### src/rtl/fetch_sequencer_if.sv
// Handshake and fetch bus between the control decoder / jump LUT / instruction
// ROM side (master) and the fetch sequencer (slave).
interface fetch_sequencer_if #(
  parameter int D     = 12,
  parameter int CNT_W = 16
);
  // Control decoder and LUT side
  logic             start;
  logic             stall;
  logic             taken;
  logic             halt;
  logic [D-1:0]     lut_target;
  // Sequencer side
  logic [D-1:0]     lut_addr;
  logic             lut_jump;
  logic [D-1:0]     pc;
  logic             fetch_en;
  logic             done;
  logic [CNT_W-1:0] cycle_count;
  logic [CNT_W-1:0] instr_count;

  modport master (
    output start, stall, taken, halt, lut_target,
    input  lut_addr, lut_jump, pc, fetch_en, done, cycle_count, instr_count
  );

  modport slave (
    input  start, stall, taken, halt, lut_target,
    output lut_addr, lut_jump, pc, fetch_en, done, cycle_count, instr_count
  );
endinterface

### src/rtl/fetch_sequencer.sv
// Program counter sequencer for the single-cycle core: start/done handshake,
// sequential increment, stall hold, halt detection and taken-branch redirect
// through the registered jump LUT (one bubble cycle while the LUT answers).
module fetch_sequencer #(
  parameter int D     = 12,
  parameter int CNT_W = 16
) (
  input logic              clk,
  input logic              reset,
  fetch_sequencer_if.slave bus
);

  typedef enum logic [1:0] {
    S_IDLE,
    S_RUN,
    S_REDIRECT,
    S_HALT
  } state_t;

  localparam logic [CNT_W-1:0] CNT_MAX = {CNT_W{1'b1}};

  state_t           state_q;
  logic [D-1:0]     pc_q;
  logic             done_q;
  logic [CNT_W-1:0] cycle_q;
  logic [CNT_W-1:0] instr_q;
  logic [CNT_W-1:0] cycle_d;
  logic [CNT_W-1:0] instr_d;
  logic             retire;

  // Saturating counter increments and the per-cycle retire/branch decode.
  always_comb begin
    // NOTE: every signal gets a value before any condition so no latch is inferred.
    cycle_d = cycle_q;
    instr_d = instr_q;
    if (cycle_q != CNT_MAX) cycle_d = cycle_q + CNT_W'(1);
    if (instr_q != CNT_MAX) instr_d = instr_q + CNT_W'(1);
    retire  = (state_q == S_RUN) && !bus.stall;
  end

  // fetch_en and lut_jump must follow this cycle's stall/halt/taken, so they
  // stay combinational; everything else on the bus is a register copy.
  assign bus.fetch_en    = retire;
  assign bus.lut_jump    = retire && !bus.halt && bus.taken;
  assign bus.lut_addr    = pc_q;
  assign bus.pc          = pc_q;
  assign bus.done        = done_q;
  assign bus.cycle_count = cycle_q;
  assign bus.instr_count = instr_q;

  // Sequencer FSM: state, pc, done flag and both counters.
  always_ff @(posedge clk) begin
    // NOTE: sequential state uses non-blocking assignments so every register
    // samples pre-edge values regardless of statement order.
    if (reset) begin
      state_q <= S_IDLE;
      pc_q    <= '0;
      done_q  <= 1'b0;
      cycle_q <= '0;
      instr_q <= '0;
    end else begin
      case (state_q)
        // Waiting for a (re)start; HALT keeps pc and counters frozen for readout.
        S_IDLE, S_HALT: begin
          if (bus.start) begin
            state_q <= S_RUN;
            pc_q    <= '0;
            done_q  <= 1'b0;
            cycle_q <= '0;
            instr_q <= '0;
          end
        end
        // Priority: stall > halt > taken > sequential increment.
        S_RUN: begin
          cycle_q <= cycle_d;
          if (!bus.stall) begin
            instr_q <= instr_d;
            if (bus.halt) begin
              state_q <= S_HALT;
              done_q  <= 1'b1;
            end else if (bus.taken) begin
              state_q <= S_REDIRECT;
            end else begin
              pc_q <= pc_q + D'(1);
            end
          end
        end
        // LUT output is valid now; a miss returns the branch pc (self-loop).
        S_REDIRECT: begin
          cycle_q <= cycle_d;
          pc_q    <= bus.lut_target;
          state_q <= S_RUN;
        end
        default: state_q <= S_IDLE;
      endcase
    end
  end

endmodule

### src/flat_wrapper.sv
// flat-port wrapper written by rule: the top's interface ports become plain ports
module fetch_sequencer_flat 
#(
  parameter int D     = 12,
  parameter int CNT_W = 16
)
  (clk, reset, bus_start, bus_stall, bus_taken, bus_halt, bus_lut_target, bus_lut_addr, bus_lut_jump, bus_pc, bus_fetch_en, bus_done, bus_cycle_count, bus_instr_count);
  fetch_sequencer_if #(.D(D), .CNT_W(CNT_W)) bus_i ();
  input logic clk;
  input logic reset;
  input wire logic [$bits(bus_i.start)-1:0] bus_start;
  input wire logic [$bits(bus_i.stall)-1:0] bus_stall;
  input wire logic [$bits(bus_i.taken)-1:0] bus_taken;
  input wire logic [$bits(bus_i.halt)-1:0] bus_halt;
  input wire logic [$bits(bus_i.lut_target)-1:0] bus_lut_target;
  output wire logic [$bits(bus_i.lut_addr)-1:0] bus_lut_addr;
  output wire logic [$bits(bus_i.lut_jump)-1:0] bus_lut_jump;
  output wire logic [$bits(bus_i.pc)-1:0] bus_pc;
  output wire logic [$bits(bus_i.fetch_en)-1:0] bus_fetch_en;
  output wire logic [$bits(bus_i.done)-1:0] bus_done;
  output wire logic [$bits(bus_i.cycle_count)-1:0] bus_cycle_count;
  output wire logic [$bits(bus_i.instr_count)-1:0] bus_instr_count;
  assign bus_i.start = bus_start;
  assign bus_i.stall = bus_stall;
  assign bus_i.taken = bus_taken;
  assign bus_i.halt = bus_halt;
  assign bus_i.lut_target = bus_lut_target;
  assign bus_lut_addr = bus_i.lut_addr;
  assign bus_lut_jump = bus_i.lut_jump;
  assign bus_pc = bus_i.pc;
  assign bus_fetch_en = bus_i.fetch_en;
  assign bus_done = bus_i.done;
  assign bus_cycle_count = bus_i.cycle_count;
  assign bus_instr_count = bus_i.instr_count;
  fetch_sequencer #(.D(D), .CNT_W(CNT_W)) u_core (.clk(clk), .reset(reset), .bus(bus_i));
endmodule
### config.mk
export PLATFORM = sky130hd
export DESIGN_NAME = fetch_sequencer_flat
export DESIGN_NICKNAME = d
export VERILOG_FILES = /design/src/rtl/fetch_sequencer_if.sv /design/src/rtl/fetch_sequencer.sv /design/src/flat_wrapper.sv
export SDC_FILE = /design/constraint.sdc
export NUM_CORES = 1
export LEC_CHECK = 0
export ABC_AREA = 1
export BUFFER_PORTS_ARGS = -buffer_cell sky130_fd_sc_hd__clkbuf_2
export CAP_MARGIN = 25
export CORE_ASPECT_RATIO = 0.9
export CORE_MARGIN = 3
export CORE_UTILIZATION = 48
export DETAILED_ROUTE_END_ITERATION = 10
export PLACE_DENSITY = 0.84
export RECOVER_POWER = 100
export SLEW_MARGIN = 30
export SYNTH_ARGS = -nofsm -noshare
export SYNTH_HDL_FRONTEND = slang
export SYNTH_SLANG_ARGS = --single-unit
export TNS_END_PERCENT = 1
### constraint.sdc
create_clock -name clk -period 1.8 [get_ports clk]
set_input_delay 0.18 -clock clk [delete_from_list [all_inputs] [get_ports clk]]
set_output_delay 0.18 -clock clk [all_outputs]
set_load 0.005 [all_outputs]
======== Word-level counts from Yosys, hierarchy flattened ========
Cells that the tools add are included.
storage, ports and cells
  output and inout bits ................... 59
  word-level logic and storage cells ...... 55
  RAM bits ................................ 0
  bits in latches ......................... 0
  memories kept ........................... 0
  ROM bits ................................ 0
  register bits ........................... 47
cells by class
  magnitude comparators ................... 0
  bitwise operators ....................... 0
  shift operators ......................... 0
  multiplexer cells ....................... 20
  equality and inequality tests ........... 13
  reduce and logical (&&, ||, !) cells .... 14
  divide/modulo/power cells ............... 0
  multiply operators ...................... 0
  add/subtract/negate cells ............... 3
operators by type and width
  cell                                                    number
  two-way mux 16 bit                                      4
  case mux 16 bit (2 select lines)                        2
  two-way mux 12 bit                                      4
  case mux 12 bit (3 select lines)                        1
  adder 16 x 1 -> 16 bit (second input constant)          2
  inequality test 16 bit (second input constant)          2
  adder 12 x 1 -> 12 bit (second input constant)          1
  AND reduction 4 bit                                     3
  inequality test 2 bit (second input constant)           5
  two-way mux 2 bit                                       4
  case mux 2 bit (3 select lines)                         1
  equality test 2 bit (second input constant)             2
  inequality test 2 x 1 -> 1 bit (second input constant)  2
  OR reduction 2 bit                                      2
  logical AND 1 bit                                       3
  two-way mux 1 bit                                       3
  inequality test 3 bit (second input constant)           1
  AND reduction 3 bit                                     1
  equality test 2 x 1 -> 1 bit (second input constant)    1
  logical NOT 1 bit                                       2
  logical NOT 2 bit                                       1
  case mux 1 bit (2 select lines)                         1
  AND reduction 2 bit                                     1
  nonzero test 2 bit                                      1

======== Longest topological paths before layout ========
  word-level depth ........................ 5
  gate-level depth with buffers ........... 12
  gate-level depth less buffers ........... 12

======== Worst setup path after synthesis ========
OpenSTA, ideal clock, no wires.
  kind .................................... reg-to-reg
  start point ............................. register u_core.state_q[0]
  end point ............................... register u_core.instr_q[3], in the netlist u_core.bus.instr_count[3]
  clock period less this slack ............ 1741 ps
  setup slack ............................. 59 ps
  required time ........................... 1683 ps
  arrival ................................. 1624 ps
  cell stages (with the launch flop) ...... 11
  path buffers ............................ 1
  cells stage by stage .................... dfxtp_1 inv_1 ha_1 inv_2 nor2_4 a21oi_4 o21a_2 nand2_2 buf_6 o21ai_0 nor2_1
between the ends
  cells in the longest elaborated chain, start to end .. 4
  elaborated cells on any way between the ends .. 10
ends and longest elaborated chain
  element                                                                              line                   text
  from (decl)                                                                          fetch_sequencer.sv:22  state_t state_q;
  from (signal assigned)                                                               fetch_sequencer.sv:56  state_q <= S_IDLE;
  from (signal assigned)                                                               fetch_sequencer.sv:66  state_q <= S_RUN;
  from (signal assigned)                                                               fetch_sequencer.sv:79  state_q <= S_HALT;
  equality test 2 bit / logical NOT 2 bit (equally long branches)                      fetch_sequencer.sv:62  case (state_q)
  OR reduction 2 bit                                                                   fetch_sequencer.sv:62
  inequality test 2 bit (no source line) / nonzero test 2 bit (equally long branches)  n/a
  AND reduction 4 bit (no source line)                                                 n/a
  to (signal assigned)                                                                 fetch_sequencer.sv:77  instr_q <= instr_d;
  to (decl)                                                                            fetch_sequencer.sv:26  logic [CNT_W-1:0] instr_q;
Several ways; a longest one is shown, not always the timed one.
A chain may end at the register's enable or synchronous reset.

======== Worst setup path after layout ========
  start point ............................. register u_core.instr_q[1], in the netlist u_core.bus.instr_count[1]
  end point ............................... register u_core.instr_q[6], in the netlist u_core.bus.instr_count[6]
between the ends
  cells in the longest elaborated chain, start to end .. 4
  elaborated cells on any way between the ends .. 7
ends and longest elaborated chain
  element                           line                   text
  adder 16 x 1 -> 16 bit            fetch_sequencer.sv:37  if (instr_q != CNT_MAX) instr_d = instr_q + CNT_W'(1);
  two-way mux 16 bit                fetch_sequencer.sv:37
  two-way mux 16 bit                fetch_sequencer.sv:76  if (!bus.stall) begin
  case mux 16 bit (2 select lines)  fetch_sequencer.sv:62
Several ways; a longest one is shown, not always the timed one. The select of a mux whose other input is x is not followed.

==> results.json <==
{
  "status": "completed",
  "synth_nets": 501,
  "ios": 77,
  "p_per_area_nw_per_um2": 710,
  "cp_num_buf_inv": 1,
  "grt_use_total_pct": 23.1,
  "yosys.cell_count.top_type": "nand2_1",
  "drt_pre_antenna_iters": 5,
  "irDropWorstVdd_mv": 0.424,
  "area_growth_pct": 23.5,
  "ys.flop_type": "dfxtp_1",
  "hold_viol": 0,
  "routedWlPerCell_um": 12.8,
  "grt_pass1_vias": 2989,
  "endpoint_kind": "flop",
  "crit_arrival_ps": 1980,
  "stdcell_count": 636,
  "synth_top_family_by_area": "simple AND/OR/NAND/NOR gates",
  "ys_seq_elements": 47,
  "antenna_found_initial": 0,
  "start_util_pct": 50.6,
  "min_path_type": "in2reg",
  "gp_congestion": 0.871,
  "synth-xor-area-share_pct": 0.299,
  "synthTopCellsByCount": "nand2_1 (156), nor2_1 (56), inv_1 (55)",
  "yosysTopAreaCell": "dfxtp_1",
  "antenna_left": 0,
  "io_buffers": 76,
  "setup_violations": 0,
  "period_minus_slack_ps": 1740,
  "grt_first_pass_wirelength_mm": 13.3,
  "synthAdderAreaFrac_pct": 2.14,
  "maxSlewViolCount": 0,
  "async_reset_ff_share_pct": 0,
  "finalCritPeriodShare_pct": 96.6,
  "nets": 588,
  "rsz0062_at_grt": "true",
  "cp.required_ps": 2040,
  "slew_headroom_pct": 69.6,
  "yosysSeqAreaShare_pct": 32.1,
  "worst_path_max_delay_cell": "dfxtp_2",
  "fin_worst_skew_ps": 17.2,
  "synth_edf_count": 0,
  "die_w_um": 88.3,
  "worstSetupStartpointType": "flop",
  "crit_type": "reg2reg",
  "hold_ws_ps": 173,
  "final_core_util_pct": 62.5,
  "maxCapViolCount": 0,
  "path_cells": "ha_1, nand2_1, nor2_2, nand2_2, nor2_2, nand3_2, nand2_4, buf_6, nand2_1, a21oi_1",
  "htreeDepth": 2,
  "rows": 26,
  "tightest_slew_ps": 455,
  "power_mw": 2.57,
  "slowest_delay_ps": 380,
  "synth_compound_area_share_pct": 13.5,
  "fmaxAchievable_ghz": 0.575,
  "vias_per_cell": 5.28,
  "hpwl_mm": 5.97,
  "cts_root_buffer": "clkbuf_8",
  "syn_area_um2": 2930,
  "wirelength_mm": 8.12,
  "path_clk_slew_ps": 100,
  "cts_max_path_buffers": 2,
  "die_h_um": 80.1,
  "drtIter0Drc": 256,
  "cts_sinks": 47,
  "synth-simple-area-share_pct": 39.6,
  "grt-ovfl-total": 0,
  "syn_inst": 478,
  "vias": 3358,
  "cts_made_buffers": 5,
  "cts_hold_buf": 0,
  "p_leak_nw": 1.60,
  "synth_area_leaders": "dfxtp_1 (32%), nand2_1 (20%), nor2_1 (7.2%)",
  "cp_max_fo": 7,
  "cts_tree": "done",
  "dieArea_um2": 7080,
  "setup-tns-final_ps": 0,
  "dpl.cell_count": 624,
  "core-area_um2": 5790,
  "clk_latency_ps": 320,
  "drc": 0,
  "drive_above_1_share_pct": 24.0,
  "synth_top_area_share_pct": 32.1,
  "cpLargestDelayFamily": "simple AND/OR/NAND/NOR gates",
  "antenna_cells": 0,
  "yosysUniqueCellTypes": 33,
  "synthMuxAreaShare_pct": 0,
  "syn_avg_cell_area_um2": 6.13,
  "grt_max_degree": 28,
  "ys_warn_count": 0
}
## state kept, by name, indices dropped and copies added (netlist names)
name and count:
u_core.state_q 2, u_core.bus.cycle_count 16, u_core.bus.instr_count 16, u_core.bus.lut_addr 12, u_core.bus.done 1
## placed cells by master, fill, tap and decap left out, types with 3 or more instances in the layout
cell type / synthesis / layout
buf_6: 2 / 3
ha_1: 5 / 4
dfxtp_2: 0 / 3
o21bai_1: 3 / 3
a21oi_1: 33 / 33
nand2_1: 156 / 153
inv_1: 55 / 54
nand4_1: 7 / 7
buf_4: 14 / 22
dfxtp_1: 47 / 44
nor2_2: 2 / 5
nor2_1: 56 / 52
o21ai_0: 23 / 22
nand2_2: 2 / 4
nor3_1: 16 / 16
nand3_1: 30 / 30
clkbuf_8: 0 / 5
clkbuf_2: 0 / 74
## worst paths after layout
kind                                                from  cells past startpoint                                      to  slack (ps)
setup / recovery  u_core.bus.instr_count[1]$_SDFFE_PP0P_                     10  u_core.bus.instr_count[6]$_SDFFE_PP0P_          60
hold reg to reg           u_core.state_q[1]$_SDFFE_PP0P_                      2          u_core.state_q[1]$_SDFFE_PP0P_         490
setup reg to reg  u_core.bus.instr_count[1]$_SDFFE_PP0P_                     10  u_core.bus.instr_count[6]$_SDFFE_PP0P_          60
hold / removal                         bus_lut_target[3]                      5     u_core.bus.lut_addr[3]$_SDFFE_PP0P_         170
## metrics by stage
stage,cell area (um^2),setup WS (ps)
detailed placement,3410,8.30
global placement,3410,78.8
finish,3620,60.5
CTS,3530,34.3
global route,3620,-48.4
floorplan,2930,58.9
## metal layers
metal	vias up	GRT usage (%)	part of all wire [%]
met1	1504	31.0	44
li1	1685	-	-
met2	157	37.1	47
met3	12	5.03	8.3
met5	-	0	0
met4	0	6.50	0.99
## report_power, final
part           switching (mW)  internal, mW
Combinational           0.403         0.260
Sequential             0.0200          1.06
Clock                   0.404         0.419
Total                   0.826          1.74
## cell type report
type	count	area, um^2
fillers	519	2170
multi-input cells	352	1660
flip-flops and latches	47	945
repair buffers	102	597
inverters	57	216
well taps	70	87.6
clock buffers	5	68.8
clock inverters	3	46.3
## cell families after synthesis
group                      count (synthesis)
and+or+nand+nor                          276
buffers and inverters                     79
AOI/OAI and AO/OA                         70
DFF                                       47
adders and majority gates                  5
xor gates and xnor gates                   1
## worst register-to-register path: cells and delay by family, from the launching register on
| kind | cells | cell delay, ps |
|---|---|---|
| AND/OR/NAND/NOR | 7 | 790 |
| buffers and inverters | 1 | 150 |
| flip-flops | 1 | 380 |
| adder cells (fa/ha/maj) | 1 | 180 |
| AO/OA/AOI/OAI | 1 | 160 |
## repair_timing
item	in CTS	in global routing
pin swaps	0	4
gates cloned	0	1
gates resized for setup	2	19
setup buffers	0	3
setup endpoints to repair	2	36
(Power assumes the default switching activity.)
